===== config.mk =====
export PLATFORM = sky130hd
export DESIGN_NAME = life_draw_unit
export DESIGN_NICKNAME = d
export VERILOG_FILES = /design/src/rtl/life_draw_unit.sv
export SDC_FILE = /design/constraint.sdc
export NUM_CORES = 1
export LEC_CHECK = 0
export ABC_CLOCK_PERIOD_IN_PS = 2340
export BUFFER_PORTS_ARGS = -buffer_cell sky130_fd_sc_hd__buf_4
export CORE_MARGIN = 2
export CORE_UTILIZATION = 30
export CTS_BUF_LIST = sky130_fd_sc_hd__clkbuf_4 sky130_fd_sc_hd__clkbuf_8 sky130_fd_sc_hd__clkbuf_16
export CTS_CLUSTER_DIAMETER = 200
export DETAILED_ROUTE_END_ITERATION = 8
export PLACE_DENSITY = 0.54
export RECOVER_POWER = 25
export SYNTH_ARGS = -nofsm -noshare
export SYNTH_HDL_FRONTEND = slang
export SYNTH_SLANG_ARGS = --single-unit

===== constraint.sdc =====
create_clock -name clk -period 2.34 [get_ports clk]
set_input_delay 0.468 -clock clk [delete_from_list [all_inputs] [get_ports clk]]
set_output_delay 0.468 -clock clk [all_outputs]
set_load 0.05 [all_outputs]

===== src/rtl/life_draw_unit.sv =====
// Lives-indicator draw engine: on enable, streams one pixel per cycle for a row
// of icon slots (live slots in COLOUR, the rest erased), then holds drawEnd.
module life_draw_unit #(
  parameter int         ICON_W    = 8,
  parameter int         ICON_H    = 4,
  parameter int         GAP       = 2,
  parameter int         ORIGIN_X  = 4,
  parameter int         ORIGIN_Y  = 112,
  parameter int         MAX_LIVES = 9,
  parameter logic [2:0] COLOUR    = 3'b100,
  parameter logic [2:0] BG_COLOUR = 3'b000
) (
  input  logic       clk,
  input  logic       reset,
  input  logic       drawEnable,
  input  logic       drawReset,
  input  logic [3:0] lives,
  output logic       drawEnd,
  output logic [7:0] x,
  output logic [6:0] y,
  output logic [2:0] colour,
  output logic       plot
);

  localparam int COL_W  = (ICON_W > 1) ? $clog2(ICON_W) : 1;
  localparam int ROW_W  = (ICON_H > 1) ? $clog2(ICON_H) : 1;
  localparam int SLOT_W = (MAX_LIVES > 1) ? $clog2(MAX_LIVES) : 1;

  localparam logic [COL_W-1:0]  COL_LAST  = COL_W'(ICON_W - 1);
  localparam logic [ROW_W-1:0]  ROW_LAST  = ROW_W'(ICON_H - 1);
  localparam logic [SLOT_W-1:0] SLOT_LAST = SLOT_W'(MAX_LIVES - 1);
  localparam logic [3:0]        LIVES_CAP = 4'(MAX_LIVES);

  localparam logic [1:0] IDLE = 2'd0;
  localparam logic [1:0] DRAW = 2'd1;
  localparam logic [1:0] DONE = 2'd2;

  logic [1:0]        state;
  logic [COL_W-1:0]  col;
  logic [ROW_W-1:0]  row;
  logic [SLOT_W-1:0] slot;
  logic [3:0]        livesLatched;

  logic [7:0] pixX;
  logic [6:0] pixY;
  logic [2:0] pixColour;
  logic       lastPixel;

  // NOTE: every output of a combinational block gets a value on every path,
  // otherwise synthesis infers a latch to hold the old value.
  always_comb begin
    pixX      = 8'(ORIGIN_X + int'(slot) * (ICON_W + GAP) + int'(col));
    pixY      = 7'(ORIGIN_Y + int'(row));
    pixColour = (int'(slot) < int'(livesLatched)) ? COLOUR : BG_COLOUR;
    lastPixel = (col == COL_LAST) && (row == ROW_LAST) && (slot == SLOT_LAST);
  end

  assign drawEnd = (state == DONE);

  // NOTE: registered state uses non-blocking assignments so every flop samples
  // the pre-edge values regardless of statement order.
  always_ff @(posedge clk) begin
    if (reset || drawReset) begin
      state        <= IDLE;
      col          <= '0;
      row          <= '0;
      slot         <= '0;
      livesLatched <= '0;
      x            <= '0;
      y            <= '0;
      colour       <= '0;
      plot         <= 1'b0;
    end else begin
      case (state)
        IDLE: begin
          plot <= 1'b0;
          if (drawEnable) begin
            livesLatched <= (lives > LIVES_CAP) ? LIVES_CAP : lives;
            col          <= '0;
            row          <= '0;
            slot         <= '0;
            state        <= DRAW;
          end
        end
        DRAW: begin
          if (drawEnable) begin
            x      <= pixX;
            y      <= pixY;
            colour <= pixColour;
            plot   <= 1'b1;
            // Raster order: col fastest, then row, then slot.
            if (col == COL_LAST) begin
              col <= '0;
              if (row == ROW_LAST) begin
                row  <= '0;
                slot <= lastPixel ? '0 : slot + 1'b1;
              end else begin
                row <= row + 1'b1;
              end
            end else begin
              col <= col + 1'b1;
            end
            if (lastPixel) state <= DONE;
          end else begin
            plot <= 1'b0;
          end
        end
        DONE: plot <= 1'b0;
        default: begin
          plot  <= 1'b0;
          state <= IDLE;
        end
      endcase
    end
  end

endmodule

==> results of run 1 <==
cells in the mapped netlist:
cell	count	area share [%]
a31oi_1	3	1.2
xnor2_1	2	1.1
conb_1	1	0.24
ha_1	16	13
clkbuf_1	2	0.47
nand3_1	6	1.9
nand2_1	17	4.0
inv_1	14	3.3
and3b_1	1	0.55
nand3b_1	2	0.94
nor3_1	5	1.6
or3_1	2	0.79
a21oi_2	2	1.1
a211oi_2	1	0.79
buf_2	4	1.3
nor3b_1	1	0.47
o32ai_1	1	0.55
nor2_1	15	3.5
a211oi_1	2	0.94
a311oi_2	1	0.94
a21oi_1	21	6.6
o21ai_0	10	3.1
and2_1	1	0.39
a22oi_1	2	0.94
nand3b_4	1	1.3
nor4_1	1	0.39
buf_4	6	2.8
fa_1	2	2.5
mux2i_1	2	1.3
buf_6	3	2.1
nor2b_1	3	1.2
nand2b_1	4	1.6
dfxtp_1	28	35
or2_2	1	0.39
nor4b_1	1	0.55
xor2_1	1	0.55
nor2b_4	1	0.86
sequential cells by signal, indices dropped and copies added, names as in the netlist, 2 cells and up:
register / cells
y: 3
livesLatched: 4
x: 8
row: 2
col: 3
state: 2
slot: 4
per-layer routing:
metal | routed length (um) | up-vias | global-route usage [%]
met2 | 1310 | 25 | 17.4
met1 | 1650 | 569 | 15.5
met4 | 27 | 0 | 2.00
met3 | 125 | 6 | 3.18
li1 | - | 662 | -
met5 | 0 | - | 0
cell families after synthesis:
logic type,Yosys count
flip-flops,28
AND/OR/NAND/NOR,62
other,1
buffers and inverters,29
adder cells (fa/ha/maj),18
AO/OA/AOI/OAI,43
XOR/XNOR,3
multiplexers,2
worst max-delay path, cell delays in order, from the launching register on:
cell,delay [ns]
dfxtp_1,0.34
ha_1,0.30
ha_1,0.22
fa_1,0.52
nand2_1,0.10
or3_1,0.34
nand3_1,0.08
a21oi_1,0.07
power by group through the flow:
| stage | Clock, mW | Sequential [mW] | Combinational [mW] |
|---|---|---|---|
| 3_5_place_dp | 0 | 0.495 | 0.0805 |
| 2_1_floorplan | 0 | 0.501 | 0.0601 |
| 4_1_cts | 0.404 | 0.484 | 0.0805 |
| 5_1_grt | 0.421 | 0.485 | 0.0850 |
| 3_3_place_gp | 0 | 0.495 | 0.0803 |
| 6_report | 0.388 | 0.484 | 0.0769 |
cell usage in the layout, fill, tap and decap left out, drive strengths merged:
cell type and instances:
dfxtp 28, inv 14, a311oi 1, nand3b 3, nand2b 4, fa 2
o32ai 1, clkbuf 12, xnor2 2, and2 1, a21oi 23, bufinv 1
a22oi 2, or3 2, ha 16, buf 18, mux2i 2, nor3 5
nor4b 1, nor2 15, nand2 17, xor2 1, o21ai 10, a31oi 3
nand3 6, and3b 1, conb 4, or2 1, nor3b 1, nor4 1
a211oi 3, nor2b 4
stage by stage:
| step | setup WS (ns) | instance area, um2 | utilization, % | instances |
|---|---|---|---|---|
| floorplan | 0.295 | 1600 | - | 189 |
| global placement | 0.268 | 1790 | 35.0 | 271 |
| detailed placement | 0.247 | 1790 | 35.0 | 271 |
| CTS | 0.230 | 1860 | 36.4 | 275 |
| global route | 0.111 | 1810 | 35.5 | 275 |
| finish | 0.238 | 1810 | 35.5 | 275 |
worst max-delay path by stage:
stage,to,slack [ns],cells past startpoint
3_5_place_dp,x[6],0.25,7
2_1_floorplan,x[6],0.29,7
3_3_place_gp,x[6],0.27,7
5_1_grt,x[6],0.11,7
6_report,x[6],0.24,7
4_1_cts,x[6],0.23,7
cell type report:
cell class	instances	area (um2)	area share, %
Sequential cell	28	561	30.9
Timing Repair Buffer	27	169	9.32
Multi-Input combinational cell	132	871	48.1
Clock buffer	3	41.3	2.28
Inverter	14	52.6	2.90
Tap cell	70	87.6	4.83
Clock inverter	1	30.0	1.66
==> key figures, run 1 <==
Yosys
  • #FFs+latches synth: 28
  • Largest family of logic cells by synthesized area: simple AND/OR/NAND/NOR gates
  • Synth Area in Simple Gates: 20.4%
  • Adder and majority gate portion of the synthesized area: 15.1%
  • Xor and xnor area share after synthesis: 1.65%
  • Gate count after technology mapping: 186
  • YS warnings: 0
  • Yosys cell types: 37
  • Synth Area in Compound Gates: 16.2%
  • Mapped Area: 1590 um2
  • Mux share of post-synthesis cell area: 1.26%
  • Post-Syn Area per Cell: 8.56 um2
  • Seq/Total Area, Yosys: 35.2%

Worst hold path
  • Worst hold stages: 3
  • Min-delay src: lives[0]
  • Hold Crit Class: in -> reg
  • Hold EP: livesLatched[0]

Routing
  • Avg Vias per Cell: 4.59
  • DRT Pass-1 Iters: 4
  • DRC: 0
  • Initial DRC count: 25
  • WL final: 3120 um
  • Antenna viol nets, final: 0
  • Wirelength per Cell: 11.3 um
  • Vias: 1262

Global route
  • Vias in the first global route: 1185
  • Global-route usage over all layers: 11.2%
  • Total congestion overflow: 0
  • Largest net degree at the start of global routing: 26
  • Initial antenna violation count: 0
  • First-pass GRT wire length: 5410 um

Setup path
  • CP Class: reg -> reg
  • Critical path origin: slot[1]
  • Reg2reg setup slack: 0.24 ns
  • Reg-to-reg endpoint: x[6]
  • Crit Path Max Fanout: 4
  • Reg2reg path depth: 7
  • CP Launch Type: register
  • Reg2reg start: slot[1]
  • CP required: 2.50 ns
  • CP endpoint kind: register
  • CP Data Arrival Time: 2.26 ns

Pwr
  • Static leakage: 0.690 nW
  • Combinational power share: 8.1%
  • Internal power: 0.733 mW
  • Switch Pwr: 0.216 mW
  • Tot Pwr: 0.949 mW
  • Sequential power share: 51.0%
  • Highest ir drop seen on vdd: 0.329 mV
  • Power per Cell Area: 524 nW/um2
  • Switching Share: 22.8%
  • Clock share of power: 40.9%

Floorplanning
  • I/O pin total: 28
  • Die height: 76.8 um
  • Die width: 76.8 um
  • Die area: 5900 um2
  • Cell row count: 26
  • Initial core utilization: 31.2%
  • Core Footprint: 5110 um2

Place
  • IO buf count: 23
  • Routability cong.: 0.786
  • Placed wire-length estimate: 2200 um

CTS
  • CTS Sinks: 28
  • Clk slew on worst S/H paths: 0.10 ns
  • H-tree Lvls: 1
  • Clock Tree Root: clkbuf_8
  • CTS tree: built
  • Setup bufs post-CTS: 0
  • CTS max path bufs: 2
  • Hold_buf cts: 0
  • Num CTS Buffers: 3
  • Cells resized by post-CTS repair: 0
  • Worst-Skew Late Latency: 0.28 ns

Timing
  • Slew HR: 55.3%
  • Achievable frequency: 0.476 GHz
  • Hold Vio Cnt, Final: 0
  • Max-slew violation count: 0
  • RSZ-0062 raised after global routing: no
  • Final period util: 89.8%
  • Final setup fails: 0
  • Worst-margin pin slew: 0.668 ns
  • Tmin final: 2.10 ns
  • Final hold slack: 0.425 ns
  • Setup TNS: 0 ns
  • Clock Skew: 0.00707 ns

Final layout
  • Nets: 232
  • Fraction of layout cells with a size suffix above 1: 13.7%
  • Ant. Diodes: 0
  • Fillers: 552
  • Area grow syn2layout: 13.8%

Outcome
  • Status: finished, final reports clean

Job
  • Max Cap Violations: 0
No activity file was read; power rests on OpenSTA's default activity.
==> run 2, diff against run 1 <==
--- a/config.mk
+++ b/config.mk
@@ -5,12 +5,14 @@
 export SDC_FILE = /design/constraint.sdc
 export NUM_CORES = 1
 export LEC_CHECK = 0
+export ABC_AREA = 1
 export ABC_CLOCK_PERIOD_IN_PS = 2340
 export BUFFER_PORTS_ARGS = -buffer_cell sky130_fd_sc_hd__buf_4
 export CORE_MARGIN = 2
 export CORE_UTILIZATION = 30
 export CTS_BUF_LIST = sky130_fd_sc_hd__clkbuf_4 sky130_fd_sc_hd__clkbuf_8 sky130_fd_sc_hd__clkbuf_16
 export CTS_CLUSTER_DIAMETER = 200
+export CTS_CLUSTER_SIZE = 12
 export DETAILED_ROUTE_END_ITERATION = 8
 export PLACE_DENSITY = 0.54
 export RECOVER_POWER = 25
==> run 2 against run 1 <==
Against the previous run: clock skew rose by 0.00087 ns; die area down 1.8%; wire length down 1.4%; first-iteration DRC count rose by 80%; synthesized cell count increased by 5.9%; utilization up 0.25 points; total power shrank 4.1%; combinational power grew 51%; critical path type unchanged.
==> key figures, run 2 <==
Outcome
  • Status: finished, final reports clean

Timing
  • Worst-margin pin slew: 0.589 ns (-0.0791 ns)
  • Clock Skew: 0.00794 ns (+0.000871 ns)
  • Tmin final: 2.05 ns (-0.0564 ns)
  • Setup slack after layout: 0.294 ns (+0.0564 ns)
  • Slew HR: 60.9% (+5.6 points)
  • Achievable frequency: 0.489 GHz (+2.8%)
  • Final period util: 87.4% (-2.4 points)
  • Max-slew violation count: 0 (unchanged)
  • Hold Vio Cnt, Final: 0 (unchanged)
  • Setup TNS: 0 ns (unchanged)
  • RSZ-0062 raised after global routing: no
  • Final setup fails: 0 (unchanged)

Routing
  • WL final: 3070 um (-1.4%)
  • Avg Vias per Cell: 4.30 (-6.4%)
  • Antenna viol nets, final: 0 (unchanged)
  • M1 WL: 1530 um (-7.5%)
  • Wirelength per Cell: 10.6 um (-6.5%)
  • DRT Pass-1 Iters: 4 (unchanged)
  • Wire length on met3: 94 um (-25%)
  • DRC: 0 (unchanged)
  • Routed length on met2: 1420 um (+8.3%)
  • Max layer used: met4
  • Initial DRC count: 45 (+80%)
  • Vias: 1246 (-1.3%)

Yosys
  • Most frequent cell after synthesis: nand2_1
  • #FFs+latches synth: 28 (unchanged)
  • Largest cells by area after synthesis: dfxtp_1 36%, ha_1 13%, nand2_1 8.2%
  • Adder and majority gate portion of the synthesized area: 15.4% (+0.29 points)
  • Xor and xnor area share after synthesis: 2.80% (+1.2 points)
  • Post-synth EDFFs: 0 (unchanged)
  • Yosys cell types: 30 (-19%)
  • Mapped Area: 1560 um2 (-1.9%)
  • Synth Area in Compound Gates: 12.5% (-3.7 points)
  • Share of synthesized flip-flops with an asynchronous set or reset: 0% (unchanged)
  • Top cells by count, synth: 34 x nand2_1, 28 x dfxtp_1, 22 x inv_1
  • Top FF cell, synth: dfxtp_1
  • YS warnings: 0 (unchanged)
  • Area share of the largest cell type after synthesis: 35.9% (+0.68 points)
  • Post-Syn Area per Cell: 7.93 um2 (-7.4%)
  • Synth Area in Simple Gates: 21.4% (+1.0 points)
  • Largest family of logic cells by synthesized area: simple AND/OR/NAND/NOR gates
  • Mux share of post-synthesis cell area: 0% (-1.3 points)
  • Gate count after technology mapping: 197 (+5.9%)
  • Top cell type by total area after synthesis: dfxtp_1
  • Seq/Total Area, Yosys: 35.9% (+0.68 points)

CTS
  • CTS Sinks: 28 (unchanged)
  • Clock Tree Root: clkbuf_8
  • Cells resized by post-CTS repair: 0 (unchanged)
  • CTS tree: built
  • Num CTS Buffers: 3 (unchanged)
  • Hold_buf cts: 0 (unchanged)
  • H-tree Lvls: 1 (unchanged)
  • Worst-Skew Late Latency: 0.27 ns (about the same)
  • Clk slew on worst S/H paths: 0.10 ns (about the same)
  • CTS max path bufs: 2 (unchanged)
  • Setup bufs post-CTS: 0 (unchanged)

Pwr
  • Power per Cell Area: 502 nW/um2 (-4.2%)
  • Tot Pwr: 0.910 mW (-4.1%)
  • Static leakage: 0.897 nW (+30%)
  • Highest ir drop seen on vdd: 0.251 mV (-24%)

Setup path
  • Critical path's largest stage delay: 0.43 ns (-0.09 ns)
  • Most frequent CP cell: inv_1
  • CP required: 2.52 ns (+0.02 ns)
  • Crit Path Max Fanout: 5 (+1)
  • CP Data Arrival Time: 2.23 ns (-0.03 ns)
  • Critical path origin: slot[1]
  • CP Class: reg -> reg
  • Critical path depth: 10 (+3)
  • CP endpoint kind: register
  • Reg2reg setup slack: 0.29 ns (+0.06 ns)
  • Cells along the critical path: inv_1, ha_1, inv_1, ha_1, inv_1, fa_1, nand3b_1, xnor2_1, o21ai_1, inv_1
  • Number of buffers and inverters on the critical path: 4 (+4)
  • Reg2reg start: slot[1]
  • Reg2reg path depth: 10 (+3)
  • CP Launch Type: register
  • CP delay by family, top: adder cells
  • Worst setup path endpoint: x[6]
  • Crit-path slowest cell: dfxtp_1
  • Reg-to-reg endpoint: x[6]

Worst hold path
  • Hold Crit Class: in -> reg
  • Min-delay src: lives[0]

Final layout
  • Fillers: 575 (+4.2%)
  • Final Util: 35.7% (+0.25 points)
  • Ant. Diodes: 0 (unchanged)
  • Area grow syn2layout: 16.1%
  • Most frequent cells in the layout: 37 x nand2_1, 28 x dfxtp_1, 26 x inv_1
  • Largest register FFs: 8 (unchanged)
  • Top reg by flops: x
  • Nets: 247 (+6.5%)
  • Largest regs: x (8), livesLatched (4), slot (4)
  • Fraction of layout cells with a size suffix above 1: 17.3% (+3.6 points)
  • Commonest non-fill, non-tap cell in the layout: nand2_1

Global route
  • Total congestion overflow: 0 (unchanged)
  • Largest net degree at the start of global routing: 21 (-19%)
  • Global-route usage over all layers: 11.3% (+0.17 points)
  • Initial antenna violation count: 0 (unchanged)
  • Vias in the first global route: 1199 (+1.2%)
  • First-pass GRT wire length: 5380 um (-0.63%)

Floorplanning
  • Cell row count: 26 (unchanged)
  • Core Footprint: 5070 um2 (-0.64%)
  • Die width: 76.1 um (-0.90%)
  • Die area: 5800 um2 (-1.8%)
  • Die height: 76.1 um (-0.90%)
  • Initial core utilization: 30.8% (-0.39 points)
  • I/O pin total: 28 (unchanged)

Place
  • Placed wire-length estimate: 2340 um (+6.1%)
  • Routability cong.: 0.763 (-2.9%)
  • Placement Setup Slack: 0.299 ns (+0.0519 ns)
  • IO buf count: 23 (unchanged)

Job
  • Max Cap Violations: 0 (unchanged)
==> run 2: cell types whose count changed after synthesis, moves of 4 or more <==
cell | before | now
nor3_1 | 5 | 1
nand2_2 | 0 | 5
inv_2 | 0 | 7
a21oi_1 | 21 | 11
inv_1 | 14 | 22
nand2b_1 | 4 | 0
nand2_1 | 17 | 34
buf_2 | 4 | 0
o21ai_1 | 0 | 6
==> run 2: area by class of cell <==
class | count | area (um2) | share of cell area (%)
Clock buffer | 4 | 55.1 | 3.04
Multi-Input combinational cell | 134 | 821 | 45.3
Inverter | 29 | 109 | 6.00
Tap cell | 70 | 87.6 | 4.83
Sequential cell | 28 | 561 | 30.9
Timing Repair Buffer | 25 | 180 | 9.94
==> run 2: cells by family after synthesis <==
family / count (synthesis)
AND/OR/NAND/NOR: 73
buffers and inverters: 38
AO/OA/AOI/OAI: 34
flip-flops: 28
adder cells (fa/ha/maj): 18
XOR/XNOR: 5
other: 1
==> run 2: metal layers <==
layer | track usage, % | vias to the layer above
li1 | - | 672
met1 | 14.8 | 556
met2 | 18.7 | 16
met3 | 2.73 | 2
met4 | 3.27 | 0
met5 | 0 | -
==> run 2: worst min-delay path: stages <==
cell,delay (ns)
buf_4,0.08
nor2_1,0.04
a21oi_1,0.11
==> run 2: worst min path at each step <==
stage	slack [ns]	to	cells after the start
detailed placement	0.46	livesLatched[1]	2
global placement	0.46	livesLatched[1]	2
CTS	0.44	livesLatched[0]	3
finish	0.46	livesLatched[0]	3
global route	0.44	livesLatched[0]	3
floorplan	0.43	livesLatched[3]	2
==> run 2: power by group <==
| group | internal (mW) | switching [mW] |
|---|---|---|
| clock | 0.151 | 0.149 |
| combinational | 0.0350 | 0.0807 |
| sequential | 0.486 | 0.00805 |
| total | 0.672 | 0.238 |
==> run 2: through the flow <==
step,instances,area [um2],hold slack [ns]
2_1_floorplan,200,1570,0.433
3_3_place_gp,286,1770,0.456
3_5_place_dp,286,1770,0.461
4_1_cts,290,1830,0.440
5_1_grt,290,1810,0.445
6_report,290,1810,0.455
